==> config.mk <==
export PLATFORM = sky130hd
export DESIGN_NAME = oai_lane_pipe
export DESIGN_NICKNAME = d
export VERILOG_FILES = /design/src/rtl/oai_lane_pipe.sv
export SDC_FILE = /design/constraint.sdc
export NUM_CORES = 1
export LEC_CHECK = 0
export CAP_MARGIN = 15
export CORE_MARGIN = 3
export CORE_UTILIZATION = 40
export CTS_CLUSTER_DIAMETER = 40
export DETAILED_ROUTE_END_ITERATION = 6
export PLACE_DENSITY = 0.78
export SETUP_SLACK_MARGIN = 0.3
export SLEW_MARGIN = 25
export SYNTH_ARGS = -nofsm -noshare
export SYNTH_HDL_FRONTEND = slang
export SYNTH_SLANG_ARGS = --single-unit
==> constraint.sdc <==
create_clock -name CLK -period 1.75 [get_ports CLK]
set_input_delay 0.35 -clock CLK [delete_from_list [all_inputs] [get_ports CLK]]
set_output_delay 0.35 -clock CLK [all_outputs]
set_load 0.05 [all_outputs]
==> src/rtl/oai_lane_pipe.sv <==
// rtl/oai_lane_pipe.sv - pipelined multi-lane OAI/OA function with valid/ready and delivered-result counter
//
// Purpose: WIDTH independent lanes each compute (|A_group) & B & C, optionally
// inverted (POL=0 gives OAI, POL=1 gives OA). Results pass through a DEPTH-stage
// valid/ready pipeline with a combinational ready chain. A saturating counter
// tracks output handshakes.
//
// Ports:
//   CLK        rising-edge clock
//   RN         synchronous active-low reset
//   A          OR-group inputs, lane k uses A[k*N_OR +: N_OR]
//   B, C       per-lane AND inputs
//   IN_VALID   input word valid
//   IN_READY   pipeline accepts the input word this cycle
//   ZN         per-lane result from the last stage
//   OUT_VALID  ZN holds a valid result
//   OUT_READY  downstream accepts ZN this cycle
//   CNT_CLR    synchronous clear of CNT (wins over a simultaneous increment)
//   CNT        saturating count of output handshakes
module oai_lane_pipe #(
  parameter int WIDTH = 4,
  parameter int N_OR  = 2,
  parameter int DEPTH = 2,
  parameter int POL   = 0,
  parameter int CNT_W = 8
) (
  input  logic                   CLK,
  input  logic                   RN,
  input  logic [WIDTH*N_OR-1:0]  A,
  input  logic [WIDTH-1:0]       B,
  input  logic [WIDTH-1:0]       C,
  input  logic                   IN_VALID,
  output logic                   IN_READY,
  output logic [WIDTH-1:0]       ZN,
  output logic                   OUT_VALID,
  input  logic                   OUT_READY,
  input  logic                   CNT_CLR,
  output logic [CNT_W-1:0]       CNT
);

  // Reset data equals the lane result for all-zero inputs.
  localparam logic [WIDTH-1:0] RST_D = (POL != 0) ? '0 : '1;

  logic [WIDTH-1:0] w_lane;
  logic [DEPTH-1:0] w_rdy;
  logic             w_out_hs;

  logic [WIDTH-1:0] r_d [DEPTH];
  logic [DEPTH-1:0] r_v;
  logic [CNT_W-1:0] r_cnt;

  always_comb begin
    w_lane = '0;
    for (int k = 0; k < WIDTH; k++) begin
      if (POL != 0)
        w_lane[k] = (|A[k*N_OR +: N_OR]) & B[k] & C[k];
      else
        w_lane[k] = ~((|A[k*N_OR +: N_OR]) & B[k] & C[k]);
    end
  end

  // Stage i can advance if the output drains or any stage from i to the end
  // is empty; accumulated from the output side so no vector feeds itself.
  always_comb begin
    logic w_acc;
    w_rdy = '0;
    w_acc = OUT_READY;
    for (int i = DEPTH - 1; i >= 0; i--) begin
      w_acc    = w_acc | ~r_v[i];
      w_rdy[i] = w_acc;
    end
  end

  assign w_out_hs = r_v[DEPTH-1] & OUT_READY;

  always_ff @(posedge CLK) begin
    if (!RN) begin
      for (int i = 0; i < DEPTH; i++) begin
        r_d[i] <= RST_D;
      end
      r_v   <= '0;
      r_cnt <= '0;
    end else begin
      if (w_rdy[0]) begin
        r_d[0] <= w_lane;
        r_v[0] <= IN_VALID;
      end
      for (int i = 1; i < DEPTH; i++) begin
        if (w_rdy[i]) begin
          r_d[i] <= r_d[i-1];
          r_v[i] <= r_v[i-1];
        end
      end
      if (CNT_CLR)
        r_cnt <= '0;
      else if (w_out_hs && (r_cnt != '1))
        r_cnt <= r_cnt + CNT_W'(1);
    end
  end

  assign IN_READY  = w_rdy[0];
  assign ZN        = r_d[DEPTH-1];
  assign OUT_VALID = r_v[DEPTH-1];
  assign CNT       = r_cnt;

endmodule

; Word-level counts from Yosys, hierarchy flattened
; Memories as Yosys holds them, arrays and structs flattened.
; Index checks and enable logic that the tools add are counted.
[word_totals]
register_bits = 10
ram_bits = 8
input_bits = 21
output_inout_bits = 14
word_cells = 41
n_memories = 1
[op_classes]
n_addsub = 1
eq_ne = 1
muxes = 9
bitwise_logic = 20
n_reduce_logical = 6
[mem_list]
columns = name, words, width, read_ports, rd_ports_with_merged_regs, wr, line
row1 = r_d, 2, 4, 2, 0, 2, 48  ; logic [WIDTH-1:0] r_d [DEPTH];
[ops]
columns = op, n
row1 = 2-bit OR reduction, 5
row2 = 1-bit AND, 9
row3 = 8-bit by 1-bit adder with 8-bit output (second input constant), 1
row4 = 4-bit 2-to-1 mux, 2
row5 = 8-bit != test (second input constant), 1
row6 = 1-bit 2-to-1 mux, 7
row7 = 1-bit inverter, 7
row8 = 1-bit bitwise OR, 4
row9 = 1-bit logical AND, 1

; Logic depth before layout (Yosys ltp)
; Gate-level depths: netlist of run 1.
[logic_depth]
word_depth = 7
mapped_depth = 5
depth_no_buf = 5

; Least setup slack after synthesis of run 1
; No wires, ideal clock.
[synth_timing]
kind = register to register
from = register r_v[1]
to = memory r_d[0][0] (data pin)
setup_time_ps = 162
arrival_ps = 1785
required_ps = 1588
slack_ps = -197
stages_incl_launch_ff = 6
n_path_buf = 1
period_less_slack_ps = 1947
cell_sequence = dfxtp_1 nor2b_2 nand2_1 and2_1 clkbuf_1 o2111ai_1
[synth_rtl]
columns = element, line
row1 = "start, declared", 49  ; logic [DEPTH-1:0] r_v;
row2 = "start signal, assigned by index", 91  ; r_v[i] <= r_v[i-1];
row3 = "end, declared", 48

; Final worst setup path of run 1
[layout_timing]
from = register r_v[1]
to = output IN_READY
[layout_via]
elab_chain_len = 3
[layout_rtl]
columns = element, line
row1 = 1-bit inverter, 69  ; w_acc = w_acc | ~r_v[i];
row2 = 1-bit bitwise OR (2 in series), 69
row3 = "end, declared", 33  ; output logic IN_READY,
; Every way passes these cells.

==> summary.txt, run 1 <==
Pwr
  – LEAKAGE: 0.000467 uW
  – Pwr dens: 606 nW/um2
  – Max IR drop VDD: 0.377 mV

Synthesis
  – EDFF count, synth: 8
  – #FFs+latches synth: 18
  – Cell variety after synth: 29
  – Synth Net Count: just over 100
  – Synth Area in Simple Gates: a little under a quarter
  – Post-synthesis cell area: 820 um2
  – Most used flip-flop cell after synthesis: dfxtp_1
  – Asr flop ratio synth: 0%
  – Synthesized area per cell: 10.2 um2
  – Largest family of logic cells by synthesized area: simple AND/OR/NAND/NOR gates
  – Mux share of post-synthesis cell area: 3.82%
  – Post-Synth XOR/XNOR Area: about 2.1%
  – Yosys Warn Count: 0
  – Part of the Yosys area used for sequential elements: 53.7%
  – Cell count after synthesis: 80
  – Complex-gate fraction of the synthesized area: 11.0%
  – Adder-cell share of the synthesized area: 1.53%

Die
  – Initial cell density of the core: 45.0%
  – FP Rows: 15
  – Top-Level Pins: 35
  – DIE WIDTH: 51.3 um
  – Die Y: slightly above 50 um
  – Core Region: 1820 um2
  – Die footprint: ~2600 um2

STA
  – Final Skew: just over 0.009 ns
  – Final period utilization: 82.8%
  – Fmax: 0.690 GHz
  – Max-slew violation count: 0
  – Final Hold Fails: 0
  – Post-route setup slack: 0.301 ns
  – Setup TNS: 0 ns
  – Final setup violation count: 0
  – Slew HR: 81.6%
  – Fin crit period: 1.45 ns
  – Worst-margin pin slew: approximately 0.28 ns
  – Unrepaired setup endpoints after global routing: yes

GRT
  – Global-route wire length before repair: 2910 um
  – Pin count of the biggest net entering global routing: 11
  – GRT Total Usage: 14.7%
  – Vias in the first global route: roughly 690
  – Initial antenna violation count: 0
  – Grt ovf: 0

Critical path
  – CP max stage delay: around 0.34 ns
  – Crit Path Category: reg -> out
  – Data required time of the worst path: 1.40 ns
  – Reg2reg setup slack: 0.37 ns
  – CP arrival: 1.10 ns
  – Crit path buf inv count: 2
  – Crit-path max FO: 2
  – Ordered list of cells on the worst path: nor2b_4 > nand2_4 > buf_6 > buf_12
  – CP Launch Type: flop
  – Highest-delay cell along the critical path: dfxtp_2
  – Crit end category: primary output
  – Kind of cell adding the most delay to the critical path: flip-flops

Cells and area
  – Fraction of layout cells with a size suffix above 1: 32.8%
  – Area Overhead vs Synth: 52.4%
  – Final #Nets: 142
  – ANT cells: 0
  – Final-layout fill cell count: 139
  – Fin area: about 1200 um2
  – Final core utilization: 68.6%

Routing
  – Post-route ant nets: 0
  – Via density: 5.05
  – Total length of routed wires: 1750 um
  – Routed wire length per instance: 12.1 um
  – DRT Pass-1 Iters: 4
  – 1st-iter DRT viols: 15
  – Via count: 727
  – DR DRC count: 0

Clocking
  – CTS max path bufs: 2
  – CTS Sinks: 18
  – Worst skew pair latency: 0.29 ns
  – Post-CTS Hold Fix Bufs: 0
  – CTS Buf Count: 3
  – CTS clk-pin slew, worst paths: about 0.11 ns
  – Root Driver: clkbuf_4
  – Deepest level of the CTS H-tree: 1
  – TritonCTS clock tree: yes

Placed design
  – DP Worst Slack: -0.0211 ns
  – Placed Area: 1210 um2
  – Port Buf Inserts: 34
  – DPL Wire Length: 1430 um
  – Routability cong.: around 0.8

Hold path
  – Worst min path class: reg -> reg

Status
  – Status: finished, final reports clean

Run
  – Max_cap viols: 0
metrics by stage:
stage | std cells | hold WS [ns] | total power, uW
after detailed placement | 139 | 0.466 | 558
after CTS | 144 | 0.482 | 762
after floorplan | 80 | 0.468 | 496
after global routing | 144 | 0.508 | 788
final | 144 | 0.481 | 756
after global placement | 139 | 0.454 | 556
layout make-up:
| class | instances | area [um2] | share of cell area, % |
|---|---|---|---|
| Clock buffer | 3 | 22.5 | 1.80 |
| Multi-Input combinational cell | 55 | 358 | 28.7 |
| Sequential cell | 18 | 457 | 36.6 |
| Clock inverter | 1 | 3.75 | 0.301 |
| Inverter | 1 | 3.75 | 0.301 |
| Timing Repair Buffer | 41 | 373 | 29.9 |
| Tap cell | 25 | 31.3 | 2.51 |
sequential cells by signal (all words and copies together) (netlist names):
| signal | count |
|---|---|
| CNT | 8 |
| r_v | 2 |
| r_d | 8 |
placed cells by master (no fill, tap or decap), drive strengths merged, types with 2 or more instances in the layout:
master,instances
a211oi,2
dfxtp,10
clkdlybuf4s50,19
nor3,2
nor2b,2
o2111ai,4
a21oi,4
mux2i,2
nand4,2
nor2,10
nand3,4
clkbuf,3
nand2,6
nand2b,5
and2,2
edfxtp,8
buf,21
cell usage after synthesis, types with 2 or more instances:
master     instances  area, um2
clkbuf_1           2       7.51
buf_4              4       30.0
nand2_1            6       22.5
a211oi_1           2       15.0
nand2b_1           5       31.3
mux2i_1            2       20.0
nand3_1            4       20.0
nor3_1             2       10.0
a21oi_1            4       20.0
edfxtp_1           8        240
dfxtp_1           10        200
o2111ai_1          4       35.0
nor2_1            10       37.5
nand4_1            2       12.5
worst register-to-register path: cells and delay by family (launching register included):
kind            cells  cell delay (ns)
simple gates        3             0.60
compound gates      1             0.13
fa+ha+maj           1             0.21
flops               1             0.37
power breakdown:
group | internal (uW) | leakage [uW] | switching (uW)
clock network | 82.8 | 0.0000154 | 125
logic | 60.9 | 0.000298 | 40.1
registers | 443 | 0.000153 | 4.09
total | 587 | 0.000467 | 170
routing by layer:
layer / vias to the layer above / global-route usage, % / wire length, um
met3: 2 / 4.66 / 108
li1: 368 / - / -
met5: - / 0 / 0
met1: 336 / 18.8 / 712
met2: 21 / 23.8 / 911
met4: 0 / 3.93 / 14
logic make-up (layout without fill, tap and decap cells):
kind of cell,after synthesis,after routing
adder cells (fa/ha/maj),1,1
AO/OA/AOI/OAI,13,13
flip-flops,18,18
AND/OR/NAND/NOR,36,36
multiplexers,3,3
XOR/XNOR,2,2
buffers and inverters,7,46
path summary, 6_finish.rpt:
path,startpoint,to,cells after the start
min reg2reg,CNT[6],CNT[6],1
min,CNT[6],CNT[6],1
max reg2reg,CNT[0],CNT[5],5
max,r_v[1],IN_READY,4
repair_timing:
action | 4_1_cts | 5_1_grt
pin swaps | 1 | 1
endpoints found under the setup margin | 2 | 2
buffers inserted | 1 | 0
resized for setup | 2 | 1
(Power assumes the default switching activity.)
==> run 2, diff against run 1 <==
--- a/config.mk
+++ b/config.mk
@@ -7,10 +7,10 @@
 export LEC_CHECK = 0
 export CAP_MARGIN = 15
 export CORE_MARGIN = 3
-export CORE_UTILIZATION = 40
+export CORE_UTILIZATION = 37
 export CTS_CLUSTER_DIAMETER = 40
 export DETAILED_ROUTE_END_ITERATION = 6
-export PLACE_DENSITY = 0.78
+export PLACE_DENSITY = 0.76
 export SETUP_SLACK_MARGIN = 0.3
 export SLEW_MARGIN = 25
 export SYNTH_ARGS = -nofsm -noshare
==> constraint.sdc (replaced) <==
create_clock -name CLK -period 1.3 [get_ports CLK]
set_input_delay 0.26 -clock CLK [delete_from_list [all_inputs] [get_ports CLK]]
set_output_delay 0.26 -clock CLK [all_outputs]
set_load 0.05 [all_outputs]
==> run 2 against run 1 <==
Compared with the run above: the flow now finishes with violations (setup timing); routed wire length grew 82%; sequential power grew 33%; via count rose by 20%; count of clock-buffer cells in the layout is the same; die area increased by 7.1%.
==> summary.txt, run 2 (synthesis results as in run 1) <==
Routing
  – Via density: 5.25 (+3.9%)
  – Post-route ant nets: 0 (unchanged)
  – 1st-iter DRT viols: 11 (-4)
  – Via count: 876 (+20%)
  – DRT Pass-1 Iters: 4 (unchanged)
  – Routed wire length per instance: 19.0 um (+57%)
  – DR DRC count: 0 (unchanged)
  – Total length of routed wires: 3170 um (+82%)

Placed design
  – Routability cong.: 0.704 (-13%)
  – Placed Area: 1460 um2 (+21%)
  – Port Buf Inserts: 34 (unchanged)
  – DP Worst Slack: -0.315 ns (-0.294 ns)
  – DPL Wire Length: 1700 um (+19%)

STA
  – Fin crit period: 1.43 ns
  – Final setup violation count: 5 (+5)
  – Fmax: 0.699 GHz
  – Worst-margin pin slew: 0.314 ns (+0.0373 ns)
  – Slew HR: 79.0% (-2.5 points)
  – Unrepaired setup endpoints after global routing: yes
  – Post-route setup slack: -0.131 ns (-0.432 ns)
  – Final Skew: 0.00798 ns (-0.00113 ns)
  – Max-slew violation count: 0 (unchanged)
  – Final Hold Fails: 0 (unchanged)
  – Setup TNS: -0.383 ns (-0.383 ns)
  – Final period utilization: 110%

GRT
  – Global-route wire length before repair: 4260 um (+46%)
  – Grt ovf: 0 (unchanged)
  – Initial antenna violation count: 0 (unchanged)
  – Vias in the first global route: 870 (+26%)
  – Pin count of the biggest net entering global routing: 11 (unchanged)
  – GRT Total Usage: 21.5% (+6.9 points)

Die
  – Initial cell density of the core: 40.5% (-4.5 points)
  – DIE WIDTH: 53.1 um (+3.5%)
  – FP Rows: 16 (+1)
  – Die footprint: 2820 um2 (+7.1%)
  – Core Region: 2020 um2 (+11%)
  – Die Y: 53.1 um (+3.5%)
  – Top-Level Pins: 35 (unchanged)

Critical path
  – Reg2reg setup slack: -0.13 ns (-0.50 ns)
  – CP Launch Type: flop
  – Data required time of the worst path: 1.49 ns (+0.09 ns)
  – R2R cell count: 6 (+1)
  – CP arrival: 1.62 ns (+0.52 ns)
  – Crit end category: flop
  – Crit Path Category: reg -> reg
  – Crit-path max FO: 4 (+2)
  – FF-to-FF Start: r_v[1]
  – FF-to-FF End: CNT[4]

Hold path
  – Worst Hold End: CNT[6]
  – Worst min path class: reg -> reg
  – Min-Delay Startpoint: CNT[6]
  – Worst hold stages: 1 (unchanged)

Clocking
  – CTS Sinks: 18 (unchanged)
  – CTS Buf Count: 3 (unchanged)
  – Deepest level of the CTS H-tree: 1 (unchanged)
  – Worst skew pair latency: 0.30 ns (about the same)
  – Root Driver: clkbuf_4
  – TritonCTS clock tree: yes
  – CTS clk-pin slew, worst paths: 0.10 ns (about the same)
  – CTS max path bufs: 2 (unchanged)
  – Post-CTS Hold Fix Bufs: 0 (unchanged)

Cells and area
  – Area of the multi-input gates: 524 um2 (+47%)
  – Leading cell types in the layout, fill and taps excluded: clkdlybuf4s50_1, buf_12, buf_4
  – Sequential Area: 472 um2 (+3.3%)
  – Final #Nets: 163 (+15%)
  – Final-layout fill cell count: 75 (-46%)
  – Area Overhead vs Synth: 120%
  – Fin area: 1810 um2 (+45%)
  – ANT cells: 0 (unchanged)
  – Fraction of layout cells with a size suffix above 1: 56.4% (+24 points)
  – Commonest non-fill, non-tap cell in the layout: clkdlybuf4s50_1

Pwr
  – Max IR drop VDD: 0.700 mV (+86%)
  – Overall Power: 1090 uW (+44%)
  – Pwr dens: 603 nW/um2 (-0.38%)
  – LEAKAGE: 0.000668 uW (+43%)

Run
  – Max_cap viols: 0 (unchanged)

Status
  – Failing checks: setup timing
  – Status: finished, violations left
-- run 2: cell count changes in the layout (fill, tap and decap cells not counted), sizes merged --
cell / before / now
buf: 21 / 42
-- run 2: worst max-delay path, cell delays in order, from the launching register on --
cell and delay, ns:
dfxtp_4 0.37, buf_6 0.10, buf_12 0.09, nand4_1 0.27
a211oi_2 0.29, xnor2_1 0.15, nor2_1 0.06
-- run 2: worst max-delay path by stage --
| stage | start | end | slack, ns | depth (start not counted) |
|---|---|---|---|---|
| 2_1_floorplan | CNT[1] | CNT[5] | -0.04 | 5 |
| 3_3_place_gp | OUT_READY | r_d[0][1] | -0.27 | 6 |
| 3_5_place_dp | OUT_READY | r_d[0][0] | -0.31 | 6 |
| 4_1_cts | r_v[1] | IN_READY | -0.03 | 3 |
| 5_1_grt | r_v[1] | CNT[4] | -0.18 | 6 |
| 6_report | r_v[1] | CNT[4] | -0.13 | 6 |
-- run 2: timing repair --
action / 4_1_cts / 5_1_grt
pin swaps: 13 / 7
cloned: 0 / 0
buffers inserted: 13 / 5
resized for setup: 23 / 14
endpoints found under the setup margin: 39 / 39
-- run 2: area by class of cell --
class / count / share of cell area [%]
clock buffers: 3 / 1.25
clock inverters: 1 / 0.208
multi-input cells: 55 / 29.0
flip-flops and latches: 18 / 26.1
repair buffers: 62 / 41.3
inverters: 1 / 0.208
well taps: 27 / 1.87
-- run 2: metal layers --
layer	GRT usage [%]	up-vias	part of all wire, %
met5	0	-	0
met4	2.98	0	2.5
met3	4.51	6	3.0
met2	42.1	23	56
met1	23.9	438	39
li1	-	409	-
-- run 2: stage by stage --
step	util (%)	hold WS, ns	std cells
floorplan	-	0.377	80
global placement	72.0	0.461	145
detailed placement	72.0	0.466	145
CTS	83.6	0.464	162
global route	89.4	0.483	167
finish	89.4	0.476	167
-- run 2: power breakdown --
part	total [uW]	leakage, uW	internal (uW)	switching [uW]
Sequential	596	0.000155	585	11.1
Combinational	200	0.000499	118	81.5
Clock	294	0.0000154	112	182
==> run 3, diff against run 2 <==
--- a/config.mk
+++ b/config.mk
@@ -8,7 +8,6 @@
 export CAP_MARGIN = 15
 export CORE_MARGIN = 3
 export CORE_UTILIZATION = 37
-export CTS_CLUSTER_DIAMETER = 40
 export DETAILED_ROUTE_END_ITERATION = 6
 export PLACE_DENSITY = 0.76
 export SETUP_SLACK_MARGIN = 0.3
==> results of run 3 <==
Final layout, timing and power as in run 2 (identical DEF).
